--- config.mk ---
export PLATFORM = sky130hd
export DESIGN_NAME = dm_arbiter_flat
export DESIGN_NICKNAME = d
export VERILOG_FILES = /design/src/rtl/dm_arb_pkg.sv /design/src/rtl/dm_arbiter_if.sv /design/src/rtl/dm_arb_starve.sv /design/src/rtl/dm_arbiter.sv /design/src/flat_wrapper.sv
export SDC_FILE = /design/constraint.sdc
export NUM_CORES = 1
export LEC_CHECK = 0
export ABC_AREA = 1
export BUFFER_PORTS_ARGS = -buffer_cell sky130_fd_sc_hd__clkbuf_2
export CAP_MARGIN = 20
export CORE_AREA = 2 2 142 144
export CTS_BUF_LIST = sky130_fd_sc_hd__clkbuf_8 sky130_fd_sc_hd__clkbuf_16
export DETAILED_ROUTE_END_ITERATION = 7
export DIE_AREA = 0 0 144 146
export GPL_ROUTABILITY_DRIVEN = 0
export PLACE_DENSITY_LB_ADDON = 0.25
export SLEW_MARGIN = 10
export SYNTH_ARGS = -nofsm -noshare
export SYNTH_HDL_FRONTEND = slang
export SYNTH_SLANG_ARGS = --single-unit
--- constraint.sdc ---
create_clock -name clk -period 3.3 [get_ports clk]
set_clock_uncertainty 0.2 [all_clocks]
set_input_delay 0.66 -clock clk [delete_from_list [all_inputs] [get_ports clk]]
set_output_delay 0.66 -clock clk [all_outputs]
set_load 0.01 [all_outputs]
--- src/rtl/dm_arb_pkg.sv ---
// Shared types and constants for the data-memory arbiter.
package dm_arb_pkg;

  localparam int WORD_BYTES     = 4;
  localparam int STARVE_MAX_DEF = 4;

  typedef enum logic {
    IDLE  = 1'b0,
    BURST = 1'b1
  } dm_state_e;

  // DMA bursts are word-granular: drop the byte offset of the start address.
  function automatic logic [31:0] word_align(input logic [31:0] addr);
    return {addr[31:2], 2'b00};
  endfunction

endpackage

--- src/rtl/dm_arbiter_if.sv ---
// CPU, DMA and data-memory port bundle of the arbiter.
// slave: arbiter side; master: surrounding CPU/DMA/DM environment.
interface dm_arbiter_if;

  logic        cpu_req;
  logic        cpu_we;
  logic [31:0] cpu_addr;
  logic [31:0] cpu_wd;
  logic [31:0] cpu_pc;
  logic [31:0] cpu_rd;
  logic        cpu_stall;

  logic        dma_req;
  logic        dma_we;
  logic [31:0] dma_addr;
  logic [3:0]  dma_len;
  logic [31:0] dma_wd;
  logic        dma_gnt;
  logic        dma_beat;
  logic [31:0] dma_rd;
  logic        dma_rvalid;
  logic        dma_done;

  logic        dm_we;
  logic [31:0] dm_addr;
  logic [31:0] dm_wd;
  logic [31:0] dm_pc;
  logic [31:0] dm_rd;

  modport slave (
    input  cpu_req, cpu_we, cpu_addr, cpu_wd, cpu_pc,
    output cpu_rd, cpu_stall,
    input  dma_req, dma_we, dma_addr, dma_len, dma_wd,
    output dma_gnt, dma_beat, dma_rd, dma_rvalid, dma_done,
    output dm_we, dm_addr, dm_wd, dm_pc,
    input  dm_rd
  );

  modport master (
    output cpu_req, cpu_we, cpu_addr, cpu_wd, cpu_pc,
    input  cpu_rd, cpu_stall,
    output dma_req, dma_we, dma_addr, dma_len, dma_wd,
    input  dma_gnt, dma_beat, dma_rd, dma_rvalid, dma_done,
    input  dm_we, dm_addr, dm_wd, dm_pc,
    output dm_rd
  );

endinterface

--- src/rtl/dm_arb_starve.sv ---
// DMA starvation guard: counts consecutive cycles a DMA beat waits behind
// the CPU and forces a beat once the count reaches STARVE_MAX.
module dm_arb_starve
  import dm_arb_pkg::*;
#(
  parameter int STARVE_MAX = STARVE_MAX_DEF
) (
  input  logic clk,
  input  logic reset,
  input  logic pend_i,
  input  logic beat_i,
  output logic force_o
);

  localparam int CW = (STARVE_MAX < 1) ? 1 : $clog2(STARVE_MAX + 1);
  localparam logic [CW-1:0] MAX_C = CW'(STARVE_MAX);

  logic [CW-1:0] cnt_q;

  // Count denied pending cycles; any DMA beat restarts the count.
  always_ff @(posedge clk or negedge reset) begin
    if (!reset) begin
      cnt_q <= '0;
    end else if (beat_i) begin
      cnt_q <= '0;
    end else if (pend_i && (cnt_q != MAX_C)) begin
      cnt_q <= cnt_q + 1'b1;
    end
  end

  assign force_o = pend_i && (cnt_q == MAX_C);

endmodule

--- src/rtl/dm_arbiter.sv ---
// Data-memory arbiter between the CPU M-stage and a burst DMA engine.
// The CPU wins by default; DM_ARB_STARVE_EN adds a starvation guard that
// forces a DMA beat after STARVE_MAX consecutive denied cycles.
//
// state | meaning
// IDLE  | no burst in flight; a pending command may be accepted (beat 0)
// BURST | beats 1..len of an accepted command remain
module dm_arbiter
  import dm_arb_pkg::*;
#(
  parameter int STARVE_MAX = STARVE_MAX_DEF
) (
  input logic         clk,
  input logic         reset,
  dm_arbiter_if.slave bus
);

  dm_state_e   state_q;
  logic [31:0] addr_q;
  logic        we_q;
  logic [3:0]  left_q;
  logic [31:0] rd_q;
  logic        rvalid_q;
  logic        done_q;

  logic        pend;
  logic        force_beat;
  logic        beat;
  logic        cpu_srv;
  logic        cur_we;
  logic        last_beat;
  logic [31:0] cur_addr;

  // Reset gates every request so nothing touches DM while reset is held.
  assign pend      = reset && (((state_q == IDLE) && bus.dma_req) || (state_q == BURST));
  assign beat      = pend && (!bus.cpu_req || force_beat);
  assign cpu_srv   = reset && bus.cpu_req && !beat;
  assign cur_addr  = (state_q == IDLE) ? word_align(bus.dma_addr) : addr_q;
  assign cur_we    = (state_q == IDLE) ? bus.dma_we : we_q;
  assign last_beat = (state_q == IDLE) ? (bus.dma_len == 4'd0) : (left_q == 4'd1);

`ifdef DM_ARB_STARVE_EN
  dm_arb_starve #(
    .STARVE_MAX (STARVE_MAX)
  ) u_starve (
    .clk     (clk),
    .reset   (reset),
    .pend_i  (pend),
    .beat_i  (beat),
    .force_o (force_beat)
  );
`else
  logic [31:0] unused_starve_max;
  assign unused_starve_max = 32'(STARVE_MAX);
  assign force_beat        = 1'b0;
`endif

  assign bus.dma_gnt    = beat && (state_q == IDLE);
  assign bus.dma_beat   = beat;
  assign bus.cpu_stall  = bus.cpu_req && beat;
  assign bus.cpu_rd     = bus.dm_rd;
  assign bus.dm_addr    = beat ? cur_addr : bus.cpu_addr;
  assign bus.dm_we      = beat ? cur_we : (cpu_srv && bus.cpu_we);
  assign bus.dm_wd      = beat ? bus.dma_wd : bus.cpu_wd;
  assign bus.dm_pc      = beat ? 32'h0 : bus.cpu_pc;
  assign bus.dma_rd     = rd_q;
  assign bus.dma_rvalid = rvalid_q;
  assign bus.dma_done   = done_q;

  // Burst sequencing: latch the command on accept, then walk the address.
  always_ff @(posedge clk or negedge reset) begin
    if (!reset) begin
      state_q <= IDLE;
      addr_q  <= '0;
      we_q    <= 1'b0;
      left_q  <= '0;
    end else if (beat) begin
      addr_q <= cur_addr + 32'(WORD_BYTES);
      we_q   <= cur_we;
      if (last_beat) begin
        state_q <= IDLE;
        left_q  <= '0;
      end else begin
        state_q <= BURST;
        left_q  <= (state_q == IDLE) ? bus.dma_len : left_q - 4'd1;
      end
    end
  end

  // Read-data return and completion pulse, one cycle after the beat.
  always_ff @(posedge clk or negedge reset) begin
    if (!reset) begin
      rd_q     <= '0;
      rvalid_q <= 1'b0;
      done_q   <= 1'b0;
    end else begin
      rvalid_q <= beat && !cur_we;
      done_q   <= beat && last_beat;
      if (beat && !cur_we) begin
        rd_q <= bus.dm_rd;
      end
    end
  end

endmodule

--- src/flat_wrapper.sv ---
// flat-port wrapper written by rule: the top's interface ports become plain ports
module dm_arbiter_flat import dm_arb_pkg::*;
#(
  parameter int STARVE_MAX = STARVE_MAX_DEF
)
  (clk, reset, bus_cpu_req, bus_cpu_we, bus_cpu_addr, bus_cpu_wd, bus_cpu_pc, bus_cpu_rd, bus_cpu_stall, bus_dma_req, bus_dma_we, bus_dma_addr, bus_dma_len, bus_dma_wd, bus_dma_gnt, bus_dma_beat, bus_dma_rd, bus_dma_rvalid, bus_dma_done, bus_dm_we, bus_dm_addr, bus_dm_wd, bus_dm_pc, bus_dm_rd);
  dm_arbiter_if bus_i ();
  input logic clk;
  input logic reset;
  input wire logic [$bits(bus_i.cpu_req)-1:0] bus_cpu_req;
  input wire logic [$bits(bus_i.cpu_we)-1:0] bus_cpu_we;
  input wire logic [$bits(bus_i.cpu_addr)-1:0] bus_cpu_addr;
  input wire logic [$bits(bus_i.cpu_wd)-1:0] bus_cpu_wd;
  input wire logic [$bits(bus_i.cpu_pc)-1:0] bus_cpu_pc;
  output wire logic [$bits(bus_i.cpu_rd)-1:0] bus_cpu_rd;
  output wire logic [$bits(bus_i.cpu_stall)-1:0] bus_cpu_stall;
  input wire logic [$bits(bus_i.dma_req)-1:0] bus_dma_req;
  input wire logic [$bits(bus_i.dma_we)-1:0] bus_dma_we;
  input wire logic [$bits(bus_i.dma_addr)-1:0] bus_dma_addr;
  input wire logic [$bits(bus_i.dma_len)-1:0] bus_dma_len;
  input wire logic [$bits(bus_i.dma_wd)-1:0] bus_dma_wd;
  output wire logic [$bits(bus_i.dma_gnt)-1:0] bus_dma_gnt;
  output wire logic [$bits(bus_i.dma_beat)-1:0] bus_dma_beat;
  output wire logic [$bits(bus_i.dma_rd)-1:0] bus_dma_rd;
  output wire logic [$bits(bus_i.dma_rvalid)-1:0] bus_dma_rvalid;
  output wire logic [$bits(bus_i.dma_done)-1:0] bus_dma_done;
  output wire logic [$bits(bus_i.dm_we)-1:0] bus_dm_we;
  output wire logic [$bits(bus_i.dm_addr)-1:0] bus_dm_addr;
  output wire logic [$bits(bus_i.dm_wd)-1:0] bus_dm_wd;
  output wire logic [$bits(bus_i.dm_pc)-1:0] bus_dm_pc;
  input wire logic [$bits(bus_i.dm_rd)-1:0] bus_dm_rd;
  assign bus_i.cpu_req = bus_cpu_req;
  assign bus_i.cpu_we = bus_cpu_we;
  assign bus_i.cpu_addr = bus_cpu_addr;
  assign bus_i.cpu_wd = bus_cpu_wd;
  assign bus_i.cpu_pc = bus_cpu_pc;
  assign bus_cpu_rd = bus_i.cpu_rd;
  assign bus_cpu_stall = bus_i.cpu_stall;
  assign bus_i.dma_req = bus_dma_req;
  assign bus_i.dma_we = bus_dma_we;
  assign bus_i.dma_addr = bus_dma_addr;
  assign bus_i.dma_len = bus_dma_len;
  assign bus_i.dma_wd = bus_dma_wd;
  assign bus_dma_gnt = bus_i.dma_gnt;
  assign bus_dma_beat = bus_i.dma_beat;
  assign bus_dma_rd = bus_i.dma_rd;
  assign bus_dma_rvalid = bus_i.dma_rvalid;
  assign bus_dma_done = bus_i.dma_done;
  assign bus_dm_we = bus_i.dm_we;
  assign bus_dm_addr = bus_i.dm_addr;
  assign bus_dm_wd = bus_i.dm_wd;
  assign bus_dm_pc = bus_i.dm_pc;
  assign bus_i.dm_rd = bus_dm_rd;
  dm_arbiter #(.STARVE_MAX(STARVE_MAX)) u_core (.clk(clk), .reset(reset), .bus(bus_i));
endmodule
# ---- Word level (Yosys, flattened, before mapping)
# Index checks and enable logic that the tools add are counted.
dict set report word_totals {
  reg_bits 72
  output_inout_bits 166
  word_cells 36
}
dict set report classes {
  addsub 2
  eq_ne 1
  mux 10
  bitwise_logic 1
  n_reduce_logical 15
}
# operator n
set op_table {}
lappend op_table {{$mux W32} 4}
lappend op_table {{$add A32 B3 Y32 const B} 1}
lappend op_table {{$logic_and A1 B1 Y1} 10}
lappend op_table {{$mux W4} 2}
lappend op_table {{$eq A4 B1 Y1 const B} 1}
lappend op_table {{$logic_not A4 Y1} 1}
lappend op_table {{$mux W1} 4}
lappend op_table {{$sub A4 B1 Y4 const B} 1}
lappend op_table {{$logic_not A1 Y1} 3}
lappend op_table {{$logic_or A1 B1 Y1} 1}
lappend op_table {{$not A1 Y1} 1}

# ---- Depth between registers and ports, before layout
# Gate-level depths: netlist of the first run.
dict set report depth {
  word_depth 9
  ltp_mapped 14
  mapped_depth_nobuf 13
}

# ---- Worst setup path before layout of the first run
# OpenSTA, ideal clock, no wires.
dict set report synth_timing {
  path_type {input -> output}
  startpoint {in reset}
  endpoint {out bus_dm_addr[12]}
  arrival_time_ns 1.667
  required_time_ns 2.440
  path_slack_ns 0.773
  path_stages 6
  path_buffers 2
  cell_sequence {inv_1 -> nor3_2 -> inv_2 -> buf_2 -> clkbuf_1 -> o21ai_0}
}
dict set report synth_via {
  elab_chain_cells 3
}
# item line_no
set synth_lines {}
lappend synth_lines {{from (decl)} flat_wrapper.sv:9} ;# input logic reset;
lappend synth_lines {{$logic_and A1 B1 Y1} dm_arbiter.sv:35} ;# assign pend = reset && (((state_q == IDLE) && bus.dma_req) || (state_q == BURST));
lappend synth_lines {{$logic_and A1 B1 Y1} dm_arbiter.sv:36} ;# assign beat = pend && (!bus.cpu_req || force_beat);
lappend synth_lines {{$mux W32} dm_arbiter.sv:62} ;# assign bus.dm_addr = beat ? cur_addr : bus.cpu_addr;
lappend synth_lines {{to (decl)} flat_wrapper.sv:28} ;# output wire logic [$bits(bus_i.dm_addr)-1:0] bus_dm_addr;
# Every way passes these cells.

# ---- Worst setup path after layout of the first run
dict set report layout_timing {
  startpoint {reg u_core.state_q}
  endpoint {out bus_dm_addr[5]}
}
dict set report layout_via {
  elab_chain_cells 6
  elab_cells_between_ends 7
  classes_between {mux: 2; bitwise: 1; reduce/logical: 4}
}
# item line_no
set layout_lines {}
lappend layout_lines {{from (decl)} dm_arbiter.sv:18} ;# dm_state_e state_q;
lappend layout_lines {{from (signal assigned)} dm_arbiter.sv:73} ;# state_q <= IDLE;
lappend layout_lines {{from (signal assigned)} dm_arbiter.sv:81} ;# state_q <= IDLE;
lappend layout_lines {{from (signal assigned)} dm_arbiter.sv:84} ;# state_q <= BURST;
lappend layout_lines {{$not A1 Y1} -}
lappend layout_lines {{$logic_and A1 B1 Y1} dm_arbiter.sv:35}
lappend layout_lines {{$logic_or A1 B1 Y1} dm_arbiter.sv:35}
lappend layout_lines {{$logic_and A1 B1 Y1} dm_arbiter.sv:35}
lappend layout_lines {{$logic_and A1 B1 Y1} dm_arbiter.sv:36}
lappend layout_lines {{$mux W32 *} dm_arbiter.sv:62}
# Every way passes the cells marked *; elsewhere a longest branch is shown, timed or not.

==> metrics.yaml, run 1 <==
cts.sinks: 72
clockBufferDepth: 2
r2r_end: "u_core.addr_q[30]$_DFFE_PN0P_"
n_fill_cell: 2156
max_freq_ghz: 0.331
drv_cap: 0
grt_pass1_wl_um: 29600
die_h_um: 146
yosys_warnings: 0
grt_overflow: 0
grt_max_degree: 122
cp_num_buf_inv: 2
synth_area_um2: 5310
synth-main-ff-cell: "dfrtp_1"
ys_async_sr_fraction: 1.00
crit_path_frequent_cell: "nand2_1"
ant_nets: 0
synthCells: 853
die_w_um: 144
setup_ws_ns: 0.282
synth_enable_flop_cells: 0
reg2regPathDepth: 11
cp_max_fo: 121
path_clk_slew_ns: 0.06
drtPass1Iterations: 4
start_kind: "flip-flop"
status: "completed"
finalSetupViolCount: 0
start_util: 0.274
cts_hold_buf: 0
antenna_found_initial: 1
ir_drop_v: 0.000351
layout_common_cells: "nand2_1 (384), clkbuf_2 (363), nor2_1 (108)"
hold_violations: 0
report.final.slew_viol_count: 0
cp.arrival_ns: 2.16
slew_headroom: 0.612
regToRegStartpoint: "u_core.state_q$_DFFE_PN0P_"
io_pins: 368
synthesis.nets: 1058
worstPathCellList: "nor2_1, nor3_4, buf_12, nand2_1, nand2_1, clkbuf_2"
synth.avg_cell_area_um2: 6.22
vias_per_cell: 4.31
cts_tree: "yes"
rsz0062_at_grt: "no"
post-place-ws_ns: 0.402
seq_area_frac_synth: 0.340
final.min_clock_period_ns: 3.02
dieArea_um2: 21000
hold_path.class: "in2async"
path_delay_family: "simple AND/OR/NAND/NOR gates"
cts_setup_buffers: 0
via_count: 6187
drive_gt1_frac: 0.366
hpwl_um: 15200
worstSetupPathType: "reg2out"
ys_ff_latch: 72
ctsHtreeMaxLevel: 3
period_share: 0.915
final_common_cell: "nand2_1"
leakagePower_nw: 4.37
core-area_um2: 19300
crit_slowest_cell: "dfrtp_2"
clockRootBuffer: "clkbuf_16"
drt_iter0_markers: 309
drt_drc_violations_left: 0
drt_wl_total_um: 19600
final.setup.tns_ns: 0
r2r_slack_ns: 0.80
syn_to_final_growth_pct: 39.8
tightest_slew_ns: 0.581
final_nets: 1370
io_buffers: 364
wire_per_inst_um: 13.6
yosysUniqueCellTypes: 38
cpPeakStageDelay_ns: 0.54
cts_buffers: 9
worst_setup_path_end_kind: "output port"
cts_resized: 0
cp.required_ns: 2.44
clk_latency_ns: 0.35
track_usage: 0.181
rows: 51
p_per_area_nw_per_um2: 604
first_global_vias: 5703
==> routing by layer <==
| metal | global-route usage | part of all wire | vias to the layer above |
|---|---|---|---|
| li1 | - | - | 3220 |
| met1 | 0.215 | 0.41 | 2705 |
| met2 | 0.320 | 0.49 | 244 |
| met3 | 0.0503 | 0.091 | 18 |
| met4 | 0.0446 | 0.013 | 0 |
| met5 | 0 | 0 | - |
==> synthesized netlist by cell type (2+ instances only) <==
master	instances	area (um^2)
o31ai_1	4	30.0
o211ai_1	9	67.6
ha_1	3	37.5
nand2_4	2	22.5
o21ai_0	21	105
nand4_1	4	25.0
dfrtp_1	72	1800
nand3_1	46	230
buf_4	36	270
o21ai_1	2	10.0
inv_2	2	7.51
inv_1	65	244
clkbuf_1	11	41.3
o21a_1	3	22.5
nor2_4	5	56.3
o22ai_1	3	18.8
buf_2	17	85.1
nor2_1	108	405
nand2_2	17	106
a21oi_1	8	40.0
buf_1	3	11.3
nand2_1	384	1440
buf_6	4	45.0
a31oi_1	3	18.8
nor2_2	8	50.1
==> report_power, final <==
| part | switching (mW) | internal (mW) | total (mW) | leakage (nW) |
|---|---|---|---|---|
| sequential | 0.222 | 1.26 | 1.49 | 0.908 |
| combinational | 1.22 | 0.745 | 1.97 | 3.31 |
| clock | 0.416 | 0.609 | 1.03 | 0.145 |
==> worst max-delay path by stage <==
stage / startpoint / to / slack, ns / cells past startpoint
2_1_floorplan: reset / bus_dm_addr[12] / 0.77 / 6
3_3_place_gp: reset / bus_dm_addr[5] / 0.41 / 7
3_5_place_dp: reset / bus_dm_addr[5] / 0.40 / 7
4_1_cts: u_core.state_q$_DFFE_PN0P_ / bus_dm_addr[8] / 0.25 / 6
5_1_grt: u_core.state_q$_DFFE_PN0P_ / bus_dm_addr[8] / 0.1 / 6
6_report: u_core.state_q$_DFFE_PN0P_ / bus_dm_addr[5] / 0.28 / 6
==> cell type report <==
class                   instances  area, um^2  share of cell area
multi-input cells             641        2780               0.375
repair buffers                373        1930               0.260
flip-flops and latches         72        1800               0.243
well taps                     265         332              0.0447
diodes                          1        2.50            0.000337
clock inverters                 6        67.6             0.00911
inverters                      68         262              0.0353
clock buffers                  10         239              0.0322
==> registers in the layout, summed over array words and instances (netlist names) <==
name,count
u_core.bus.dma_rvalid,1
u_core.addr_q,32
u_core.bus.dma_done,1
u_core.left_q,4
u_core.state_q,1
u_core.we_q,1
u_core.bus.dma_rd,32
==> stage by stage <==
| stage | hold slack, ns | instances | area, um^2 | total power, mW | util |
|---|---|---|---|---|---|
| after floorplan | 0.164 | 853 | 5310 | 2.77 | - |
| after global placement | 0.257 | 1419 | 7110 | 3.47 | 0.368 |
| after detailed placement | 0.263 | 1419 | 7110 | 3.49 | 0.368 |
| after CTS | 0.242 | 1435 | 7410 | 4.55 | 0.383 |
| after global routing | 0.253 | 1435 | 7410 | 4.87 | 0.383 |
| final | 0.203 | 1436 | 7420 | 4.48 | 0.384 |
==> cells by family (layout without fill, tap and decap cells) <==
family,count (synthesis),after routing,share of synthesized area
AOI/OAI and AO/OA,56,56,0.0634
and+or+nand+nor,579,579,0.448
buffers and inverters,140,457,0.137
other,1,2,0.000707
xor gates and xnor gates,1,1,0.00165
muxes,1,1,0.00189
DFF,72,72,0.340
adders and majority gates,3,3,0.00708
No activity file was read; power rests on OpenSTA's default activity.
==> run 2: changes to the inputs <==
--- a/config.mk
+++ b/config.mk
@@ -13,7 +13,7 @@
 export DETAILED_ROUTE_END_ITERATION = 7
 export DIE_AREA = 0 0 144 146
 export GPL_ROUTABILITY_DRIVEN = 0
-export PLACE_DENSITY_LB_ADDON = 0.25
+export PLACE_DENSITY_LB_ADDON = 0.15
 export SLEW_MARGIN = 10
 export SYNTH_ARGS = -nofsm -noshare
 export SYNTH_HDL_FRONTEND = slang
==> run 2 against run 1 <==
  * Clock-buffer cell count shrank 1
  * First-iteration DRC count down 36%
  * Largest power group unchanged
  * Via count hardly changed
  * Largest cell class unchanged
  * Global-route usage about the same
==> metrics.yaml, run 2 (same netlist as run 1, synthesis figures left out) <==
status: "completed"
wire_per_inst_um: 13.6  # -0.26%
first_global_vias: 5632  # -1.2%
worst_setup_path_end_kind: "output port"
leakagePower_nw: 4.38  # +0.25%
regToRegStartpoint: "u_core.state_q$_DFFE_PN0P_"
path_clk_slew_ns: 0.07  # about the same
drt_drc_violations_left: 0  # unchanged
cts_setup_buffers: 0  # unchanged
dp.cells: 1424  # +0.35%
drt_wl_total_um: 19600  # about the same
antenna_found_initial: 2  # +1
cts_hold_buf: 0  # unchanged
p_comb_frac: 0.445  # +0.006
start_kind: "input port"
grt_overflow: 0  # unchanged
tightest_slew_ns: 0.563  # -0.0182 ns
report.final.slew_viol_count: 0  # unchanged
r2r_end: "u_core.addr_q[30]$_DFFE_PN0P_"
r2r_slack_ns: 0.96  # +0.16 ns
cts.sinks: 72  # unchanged
clkPwrFrac: 0.227  # -0.002
io_buffers: 364  # unchanged
die_h_um: 146  # unchanged
die_w_um: 144  # unchanged
clockBufferDepth: 2  # unchanged
grt_pass1_wl_um: 29500  # -0.19%
layout_common_cells: "nand2_1 (384), clkbuf_2 (363), nor2_1 (108)"
hold_violations: 0  # unchanged
vias_per_cell: 4.29  # -0.38%
rsz0062_at_grt: "no"
final_common_cell: "nand2_1"
drt_iter0_markers: 198  # -36%
io_pins: 368  # unchanged
power.internal_mw: 2.61  # -0.45%
worstSetupPathType: "in2out"
drv_cap: 0  # unchanged
max_freq_ghz: 0.349  # +5.4%
via_count: 6185  # -0.032%
power.total_mw: 4.48  # about the same
final_nets: 1375  # +0.36%
dieArea_um2: 21000  # unchanged
grt_max_degree: 58  # -52%
syn_to_final_growth_pct: 40.4
core-area_um2: 19300  # unchanged
hpwl_um: 15500  # +2.1%
drtPass1Iterations: 4  # unchanged
ctsHtreeMaxLevel: 3  # unchanged
setup_ws_ns: 0.437  # +0.155 ns
cp.required_ns: 2.44  # about the same
drive_gt1_frac: 0.369  # +0.00270
reg2regPathDepth: 12  # +1
cp_max_fo: 57  # -53%
period_share: 0.868  # -0.0469
cp.arrival_ns: 2.00  # -0.16 ns
clockRootBuffer: "clkbuf_16"
seq_power_share: 0.328  # -0.004
ant_nets: 0  # unchanged
slew_headroom: 0.624  # +0.0116
start_util: 0.274  # unchanged
final.setup.tns_ns: 0  # unchanged
final.min_clock_period_ns: 2.86  # -0.155 ns
clk_latency_ns: 0.34  # about the same
cts_tree: "yes"
track_usage: 0.181  # about the same
cts_buffers: 9  # unchanged
p_per_area_nw_per_um2: 601  # -0.43%
finalSetupViolCount: 0  # unchanged
swShare: 0.418  # +0.00273
final_cells: 1441  # +0.35%
p_switching_mw: 1.87  # +0.68%
ir_drop_v: 0.000314  # -11%
post-place-ws_ns: 0.411  # +0.00831 ns
rows: 51  # unchanged
hold_path.class: "in2async"
cts_resized: 0  # unchanged
-- run 2: power by group through the flow --
stage | Clock, mW | Combinational (mW) | Sequential, mW
after floorplan | 0 | 1.22 | 1.55
after CTS | 1.05 | 2.04 | 1.47
after detailed placement | 0 | 2.04 | 1.47
after global routing | 1.09 | 2.28 | 1.53
after global placement | 0 | 2.02 | 1.47
final | 1.02 | 2.00 | 1.47
-- run 2: worst max path at each step --
| stage | start | to | cells after the start |
|---|---|---|---|
| after floorplan | reset | bus_dm_addr[12] | 6 |
| after global placement | reset | bus_dm_addr[8] | 8 |
| after detailed placement | reset | bus_dm_addr[8] | 8 |
| after CTS | reset | bus_dm_addr[8] | 8 |
| after global routing | reset | bus_dm_addr[8] | 8 |
| final | reset | bus_dm_addr[8] | 8 |
-- run 2: critical path, stage by stage --
cell and delay (ns):
buf_4 0.11, inv_1 0.06, nor3_4 0.20, buf_4 0.24, buf_12 0.28, nand3_1 0.17
o21a_1 0.14, clkbuf_2 0.12
-- run 2: final cells by class --
type                       count  area (um^2)
antenna                        1         2.50
clock buffer                   9          225
clock inverter                 7         77.6
fill                        2155        11900
inverter                      68          262
multi-input combinational    641         2780
sequential                    72         1800
tap                          265          332
timing repair buffer         378         1970
-- run 2: routing by layer --
metal  part of all wire  up-vias  track usage
li1                   -     3229            -
met1               0.42     2709        0.218
met2               0.49      230        0.321
met3              0.082       15       0.0424
met4              0.013        2       0.0461
met5            0.00082        -            0
-- run 2: metrics by stage --
| stage | hold WS, ns | util | area, um^2 |
|---|---|---|---|
| after floorplan | 0.164 | - | 5310 |
| after global placement | 0.258 | 0.370 | 7140 |
| after detailed placement | 0.264 | 0.370 | 7140 |
| after CTS | 0.244 | 0.385 | 7450 |
| after global routing | 0.264 | 0.385 | 7450 |
| final | 0.214 | 0.385 | 7450 |
==> run 3: changes to the inputs <==
==> constraint.sdc (replaced) <==
create_clock -name clk -period 2.8 [get_ports clk]
set_clock_uncertainty 0.2 [all_clocks]
set_input_delay 0.56 -clock clk [delete_from_list [all_inputs] [get_ports clk]]
set_output_delay 0.56 -clock clk [all_outputs]
set_load 0.01 [all_outputs]
==> run 3 against run 2 <==
  * Combinational power up 20%
  * Highest routed layer is now met4
  * Sequential power up 18%
  * Critical path depth down 2
  * Largest cell class unchanged
  * Final area up 0.55%
  * Sequential share of layout area down 0.10 points
  * First-iteration DRC count up 21%
  * Wire length about the same
  * Final cell count up 0.35%
  * Die area unchanged
==> metrics.yaml, run 3 (same netlist as run 1, synthesis figures left out) <==
drtPass1Iterations: 5  # +1
worstSetupPathType: "reg2out"
hold_violations: 0  # unchanged
grt_max_degree: 83  # +43%
status: "completed"
cts.sinks: 72  # unchanged
cts_hold_buf: 0  # unchanged
finalSetupViolCount: 0  # unchanged
wire_per_inst_um: 13.5  # -0.44%
n_fill_cell: 2144  # -0.51%
hold_slack_ns: 0.0157  # -0.198 ns
die_h_um: 146  # unchanged
vias_per_cell: 4.26  # -0.76%
post-place-ws_ns: 0.120  # -0.291 ns
grt_util_met1: 0.214  # -0.00454
setup_ws_ns: 0.122  # -0.315 ns
max_freq_ghz: 0.373
die_w_um: 144  # unchanged
ir_drop_v: 0.000297  # -5.2%
path_clk_slew_ns: 0.07  # about the same
final.min_clock_period_ns: 2.68
busiest_layer: "met2"
worst_setup_path_end_kind: "output port"
clk_latency_ns: 0.34  # about the same
ant_nets: 0  # unchanged
cts_buffers: 9  # unchanged
final_nets: 1380  # +0.36%
track_usage: 0.179  # -0.00233
io_pins: 368  # unchanged
dieArea_um2: 21000  # unchanged
grt_overflow: 0  # unchanged
first_global_vias: 5760  # +2.3%
grt_pass1_wl_um: 29300  # -0.93%
p_per_area_nw_per_um2: 703  # +17%
layout_common_cells: "nand2_1 (384), clkbuf_2 (363), nor2_1 (108)"
io_buffers: 364  # unchanged
start_util: 0.274  # unchanged
cts_tree: "yes"
slew_headroom: 0.473  # -0.151
hpwl_um: 15500  # +0.26%
core-area_um2: 19300  # unchanged
drt_iter0_markers: 239  # +21%
ctsHtreeMaxLevel: 3  # unchanged
syn_to_final_growth_pct: 41.2
cp_max_fo: 82  # +44%
drt_wl_total_um: 19600  # about the same
leakagePower_nw: 4.41  # +0.66%
cp.required_ns: 2.04  # -0.40 ns
gr-usage-met3: 0.0388  # -0.00362
clockRootBuffer: "clkbuf_16"
drt_drc_violations_left: 0  # unchanged
tightest_slew_ns: 0.791  # +0.228 ns
via_count: 6159  # -0.42%
clockBufferDepth: 2  # unchanged
final.setup.tns_ns: 0  # unchanged
hold_path.class: "in2async"
antenna_found_initial: 1  # -1
start_kind: "flip-flop"
period_share: 0.956
final_common_cell: "nand2_1"
grtUsageMet2: 0.317  # -0.00381
drive_gt1_frac: 0.372  # +0.00352
rows: 51  # unchanged
drv_cap: 0  # unchanged
report.final.slew_viol_count: 0  # unchanged
cp.arrival_ns: 1.92  # -0.08 ns
## run 3: changes by cell type in the layout (fill, tap and decap cells not counted), sizes merged
cell,previous run,this run
bufinv,1,0
clkinvlp,4,2
buf,15,19
clkbuf,372,373
inv,68,70
clkinv,2,3
## run 3: power breakdown
| group | switching (mW) | internal [mW] |
|---|---|---|
| clock | 0.517 | 0.617 |
| combinational | 1.48 | 0.922 |
| sequential | 0.241 | 1.49 |
## run 3: per-stage QoR
step / utilization / power, mW / cell area [um^2] / instances
after floorplan: - / 3.26 / 5310 / 853
after global placement: 0.370 / 4.13 / 7160 / 1426
after detailed placement: 0.370 / 4.15 / 7160 / 1426
after CTS: 0.387 / 5.35 / 7470 / 1445
after global routing: 0.387 / 5.74 / 7490 / 1446
final: 0.387 / 5.27 / 7490 / 1446
## run 3: layout make-up
| type | instances | area (um^2) | area share |
|---|---|---|---|
| multi-input cells | 641 | 2790 | 0.372 |
| well taps | 265 | 332 | 0.0443 |
| clock buffers | 9 | 225 | 0.0301 |
| inverters | 68 | 262 | 0.0349 |
| repair buffers | 383 | 2020 | 0.269 |
| flip-flops and latches | 72 | 1810 | 0.241 |
| clock inverters | 7 | 61.3 | 0.00818 |
| diodes | 1 | 2.50 | 0.000334 |
## run 3: critical path, cell delays in order (launching register included)
cell and delay, ns:
dfrtp_4 0.44, nor2_1 0.07, nor3_4 0.21, clkbuf_16 0.36
nand2_1 0.18, nand2_1 0.11, clkbuf_2 0.13
## run 3: what timing repair did
action                                 4_1_cts  5_1_grt
pin swaps                                    0        0
cloned                                       0        0
setup endpoints to repair                   66        7
gates resized for setup                      2        3
endpoints found under the hold margin        0        0
setup buffers                                3        0
## run 3: final timing paths
| kind | start | endpoint | slack [ns] | cells after the start |
|---|---|---|---|---|
| max | u_core.state_q$_DFFE_PN0P_ | bus_dm_addr[5] | 0.12 | 6 |
| min | reset | u_core.addr_q[19]$_DFFE_PN0P_ | 0.02 | 2 |
| max reg2reg | u_core.state_q$_DFFE_PN0P_ | u_core.addr_q[30]$_DFFE_PN0P_ | 0.19 | 13 |
| min reg2reg | u_core.bus.dma_rd[6]$_DFFE_PN0P_ | u_core.bus.dma_rd[6]$_DFFE_PN0P_ | 0.27 | 2 |
| max in group asynchronous | reset | u_core.state_q$_DFFE_PN0P_ | 1.23 | 3 |
| min in group clk | bus_dm_rd[4] | u_core.bus.dma_rd[4]$_DFFE_PN0P_ | 0.22 | 3 |
## run 3: metal layers
| layer | up-vias | share of wire |
|---|---|---|
| li1 | 3228 | - |
| met1 | 2679 | 0.42 |
| met2 | 237 | 0.49 |
| met3 | 15 | 0.078 |
| met4 | 0 | 0.012 |
| met5 | - | 0 |
